`src/rtl/dmem_arbiter_pkg.sv`:
```
// dmem_arbiter_pkg: shared FSM encoding, default memory depth and address legality check
// for the two-port data-memory arbiter.
package dmem_arbiter_pkg;

    localparam int DEPTH_WORDS_DEFAULT = 32;

    typedef enum logic [1:0] {
        IDLE,
        ACCESS,
        RESP
    } state_t;

    function automatic logic addr_legal(input logic [31:0] addr, input int depth_words);
        return (addr[1:0] == 2'b00) && (addr < 32'(4 * depth_words));
    endfunction

endpackage

```
`src/rtl/dmem_arbiter_rr_pick2.sv`:
```
// rr_pick2: two-way round-robin picker; the pointer only matters when both ports ask.
module rr_pick2 (
    input  logic req0,
    input  logic req1,
    input  logic pointer,
    output logic winner
);

    always_comb winner = (req0 && req1) ? pointer : req1;

endmodule

```
`src/rtl/dmem_arbiter.sv`:
```
// dmem_arbiter: shares one data memory between two requesters, one transaction per
// three cycles (IDLE sample, ACCESS grant/memory, RESP completion).
module dmem_arbiter
    import dmem_arbiter_pkg::*;
#(
    parameter int DEPTH_WORDS = DEPTH_WORDS_DEFAULT
) (
    input  logic        clk,
    input  logic        reset,
    input  logic        req0,
    input  logic        req1,
    input  logic        we0,
    input  logic        we1,
    input  logic [31:0] addr0,
    input  logic [31:0] addr1,
    input  logic [31:0] wdata0,
    input  logic [31:0] wdata1,
    output logic        gnt0,
    output logic        gnt1,
    output logic        rvalid0,
    output logic        rvalid1,
    output logic [31:0] rdata0,
    output logic [31:0] rdata1,
    output logic        err0,
    output logic        err1,
    output logic        mem_write_en,
    output logic [31:0] mem_read_addr,
    output logic [31:0] mem_write_addr,
    output logic [31:0] mem_write_data,
    input  logic [31:0] mem_read_data
);

    state_t      state, state_nxt;
    logic        pointer, port, we_q, err_q, winner, legal;
    logic [31:0] addr_q, wdata_q, rdata_q;

    rr_pick2 u_pick (
        .req0    (req0),
        .req1    (req1),
        .pointer (pointer),
        .winner  (winner)
    );

    assign legal          = addr_legal(addr_q, DEPTH_WORDS);
    assign mem_read_addr  = addr_q;
    assign mem_write_addr = addr_q;
    assign mem_write_data = wdata_q;

    always_ff @(posedge clk or posedge reset) begin
        if (reset) begin
            state   <= IDLE;
            pointer <= 1'b0;
            port    <= 1'b0;
            we_q    <= 1'b0;
            addr_q  <= '0;
            wdata_q <= '0;
            rdata_q <= '0;
            err_q   <= 1'b0;
        end else begin
            state <= state_nxt;
            if (state == IDLE && (req0 || req1)) begin
                pointer <= ~winner;
                port    <= winner;
                we_q    <= winner ? we1 : we0;
                addr_q  <= winner ? addr1 : addr0;
                wdata_q <= winner ? wdata1 : wdata0;
            end
            if (state == ACCESS) begin
                rdata_q <= (legal && !we_q) ? mem_read_data : '0;
                err_q   <= !legal;
            end
        end
    end

    // Outputs decode from the registered state, so reset clears them without a clock.
    always_comb begin
        state_nxt    = IDLE;
        gnt0         = 1'b0;
        gnt1         = 1'b0;
        rvalid0      = 1'b0;
        rvalid1      = 1'b0;
        rdata0       = '0;
        rdata1       = '0;
        err0         = 1'b0;
        err1         = 1'b0;
        mem_write_en = 1'b0;
        case (state)
            IDLE: state_nxt = (req0 || req1) ? ACCESS : IDLE;
            ACCESS: begin
                state_nxt    = RESP;
                gnt0         = !port;
                gnt1         = port;
                mem_write_en = we_q && legal;
            end
            RESP: begin
                state_nxt = IDLE;
                rvalid0   = !port;
                rvalid1   = port;
                rdata0    = port ? '0 : rdata_q;
                rdata1    = port ? rdata_q : '0;
                err0      = !port && err_q;
                err1      = port && err_q;
            end
            default: state_nxt = IDLE;
        endcase
    end

endmodule

```
`config.mk`:
```
export PLATFORM = sky130hd
export DESIGN_NAME = dmem_arbiter
export DESIGN_NICKNAME = d
export VERILOG_FILES = /design/src/rtl/dmem_arbiter_pkg.sv /design/src/rtl/dmem_arbiter_rr_pick2.sv /design/src/rtl/dmem_arbiter.sv
export SDC_FILE = /design/constraint.sdc
export NUM_CORES = 1
export LEC_CHECK = 0
export CELL_PAD_IN_SITES_DETAIL_PLACEMENT = 1
export CELL_PAD_IN_SITES_GLOBAL_PLACEMENT = 1
export CORE_MARGIN = 2
export CORE_UTILIZATION = 30
export DETAILED_ROUTE_END_ITERATION = 8
export GPL_ROUTABILITY_DRIVEN = 0
export HOLD_SLACK_MARGIN = 0.02
export PLACE_DENSITY_LB_ADDON = 0.1
export SYNTH_ARGS = -nofsm -noshare
export SYNTH_HDL_FRONTEND = slang
export SYNTH_SLANG_ARGS = --single-unit
```
`constraint.sdc`:
```
create_clock -name clk -period 5.35 [get_ports clk]
set_input_delay 1.07 -clock clk [delete_from_list [all_inputs] [get_ports clk]]
set_output_delay 1.07 -clock clk [all_outputs]
set_load 0.03 [all_outputs]
```
==> results.toml <==
[synth]
synth_cell_types = 32
syn_nets = 674
ys.flop_type = "dfrtp_1"
syn_avg_cell_area_um2 = 10.9
netlist.area_leader.share_pct = 46.0
synth_top_area_cell = "dfrtp_1"
synthCells = 508
synth_edf_count = 0
synth_seq_area_share_pct = 46.0
synth_commonest_cells = "102 x dfrtp_1, 67 x and2_1, 65 x a221o_1"
ys_warn_count = 0
netlist_area_um2 = 5540
ys_ff_latch = 102
async_flop_share_pct = 100
synthTopCellsByArea = "dfrtp_1 46%, a221o_1 12%, a21boi_0 8.5%, and2_1 7.6%, o31ai_2 6.8%"
synth_most_common_cell = "dfrtp_1"

[routing]
routed_wl_um = 21800
wl_per_cell_um = 21.5
first_pass_iters = 4
route.met2.wl_um = 11000
dr.max_layer_used = "met4"
dr_wl_met3_um = 1410
wl_met1_um = 8830
drtIter0Drc = 188
vias = 5306
vias_per_cell = 5.24
drc = 0
ant_nets = 0

[clocking]
htreeDepth = 3
clk_latency_ns = 0.35
cts_setup_buffers = 0
cts_made_buffers = 9
clkSlewWorstSetupHoldPaths_ns = 0.07
numClockSinks = 102
clockBufferDepth = 2
cts_tree = "yes"
cts_resized = 0
root_buffer = "clkbuf_16"
ctsHoldBuffers = 0

[worst_hold_path]
holdCritPathClass = "reg -> reg"

[floorplan]
row_count = 49
die_h_um = 140
dieArea_um2 = 19600
start_util_pct = 30.8
io-pin-count = 333
coreArea_um2 = 18000
die_x_um = 140

[critical_path]
cp-endpoint = "mem_write_en"
cp_max_fo = 34
rr_worst_depth = 4
end_kind = "output port"
cp.arrival_ns = 3.00
reg2reg_slack_ns = 3.14
crit_start = "mem_read_addr[0]"
critPathLaunchType = "register"
r2r_start = "state[0]"
reg2reg_to = "mem_read_addr[8]"
crit_type = "reg -> out"
crit_required_ns = 4.28

[grt]
grt.overflow.total = 0
track_usage_pct = 21.9
grt_antenna_before_repair = 0
grt_pass1_vias = 5817
grt_max_degree = 78
grt_pass1_wl_um = 33800

[run_status]
status = "completed"

[power]
seq_power_share_pct = 27.1
switchingPower_uw = 2120
p_leak_uw = 0.00354
clkPwrFrac_pct = 15.2
comb_power_share_pct = 57.7
intPower_uw = 2550
swShare_pct = 45.4
power_uw = 4670
p_per_area_nw_per_um2 = 516
ir_drop_mv = 0.326

[timing]
hold_viol_final = 0
min_period_ns = 4.07
max_slew_margin_pct = 18.0
slew_violations = 0
fmax_ghz = 0.246
rsz0062_at_grt = "no"
fin_worst_skew_ns = 0.00731
post-route-period-util_pct = 76.1
tightest_slew_ns = 1.23
fin_tns_setup_ns = 0
setup_viol = 0

[placed_design]
portBuffers = 332
hpwl_um = 15700

[cells_and_area]
nFillCells = 1924
drive_above_1_share_pct = 8.70
syn2layout_area_growth_pct = 63.5
nets = 943

[run]
cap_violations = 0
## cells by family (layout without fill, tap and decap cells)
kind of cell,Yosys count,after routing,share of synthesized area (%)
buffers and inverters,90,364,9.73
flip-flops,102,102,46.0
AND/OR/NAND/NOR,149,149,15.8
AO/OA/AOI/OAI,167,167,28.4
other,0,1,0
## worst max-delay path, cell delays in order (launching register included)
cell and delay [ns]:
dfrtp_1 0.43, nor4_1 0.63, nand4_2 0.13, buf_4 0.33, nor4_1 0.37, clkdlybuf4s50_1 0.75
## registers in the layout, summed over array words and instances, names as in the netlist
name,cells
err_q,1
mem_read_addr,32
mem_write_data,32
pointer,1
port,1
rdata_q,32
state,2
we_q,1
## final cells by class
class	instances	area (um2)	share of cell area, %
well taps	229	287	3.16
clock inverters	3	40.0	0.442
inverters	5	21.3	0.235
multi-input cells	316	2470	27.3
repair buffers	343	3410	37.6
diodes	1	2.50	0.0276
clock buffers	13	280	3.09
flip-flops and latches	102	2550	28.2
## per-layer routing
layer | up-vias | track usage (%)
li1 | 2414 | -
met4 | 0 | 7.84
met1 | 2651 | 26.7
met5 | - | 0
met2 | 215 | 37.9
met3 | 26 | 5.30
## cells in the final DEF (no fill, tap or decap), types with 2 or more instances in the layout
cell and count:
a21boi_0 63, a21o_1 2, a221o_1 65, and2_1 67, buf_4 11, clkbuf_16 9, clkbuf_8 4, clkdlybuf4s50_1 332
clkinv_2 2, dfrtp_1 102, inv_1 2, nand2_1 34, nand4_1 32, nor4_1 5, o31ai_1 2, o31ai_2 30
## metrics by stage
step | util [%] | cells | worst slack [ns] | hold slack [ns] | area (um2)
after floorplan | - | 508 | 1.60 | 0.454 | 5540
after global routing | 50.3 | 1011 | 1.08 | 0.533 | 9060
after global placement | 48.5 | 995 | 1.80 | 0.477 | 8740
final | 50.3 | 1012 | 1.28 | 0.510 | 9060
after CTS | 50.3 | 1011 | 1.27 | 0.515 | 9060
after detailed placement | 48.5 | 995 | 1.68 | 0.500 | 8740
## power by group through the flow
stage	Sequential, uW	Combinational, uW	Clock, uW
6_report	1260	2700	711
4_1_cts	1270	2730	726
5_1_grt	1300	2850	759
2_1_floorplan	1680	1310	0
3_3_place_gp	1250	2690	0
3_5_place_dp	1270	2720	0
## how the worst min path moves through the flow
stage / slack (ns) / start / cells past startpoint / end
6_report: 0.51 / rdata_q[14] / 2 / rdata_q[14]
5_1_grt: 0.53 / rdata_q[14] / 2 / rdata_q[14]
4_1_cts: 0.52 / rdata_q[14] / 2 / rdata_q[14]
3_5_place_dp: 0.50 / rdata_q[14] / 2 / rdata_q[14]
3_3_place_gp: 0.48 / rdata_q[1] / 2 / rdata_q[1]
2_1_floorplan: 0.45 / rdata_q[0] / 2 / rdata_q[0]
No activity file was read; power rests on OpenSTA's default activity.
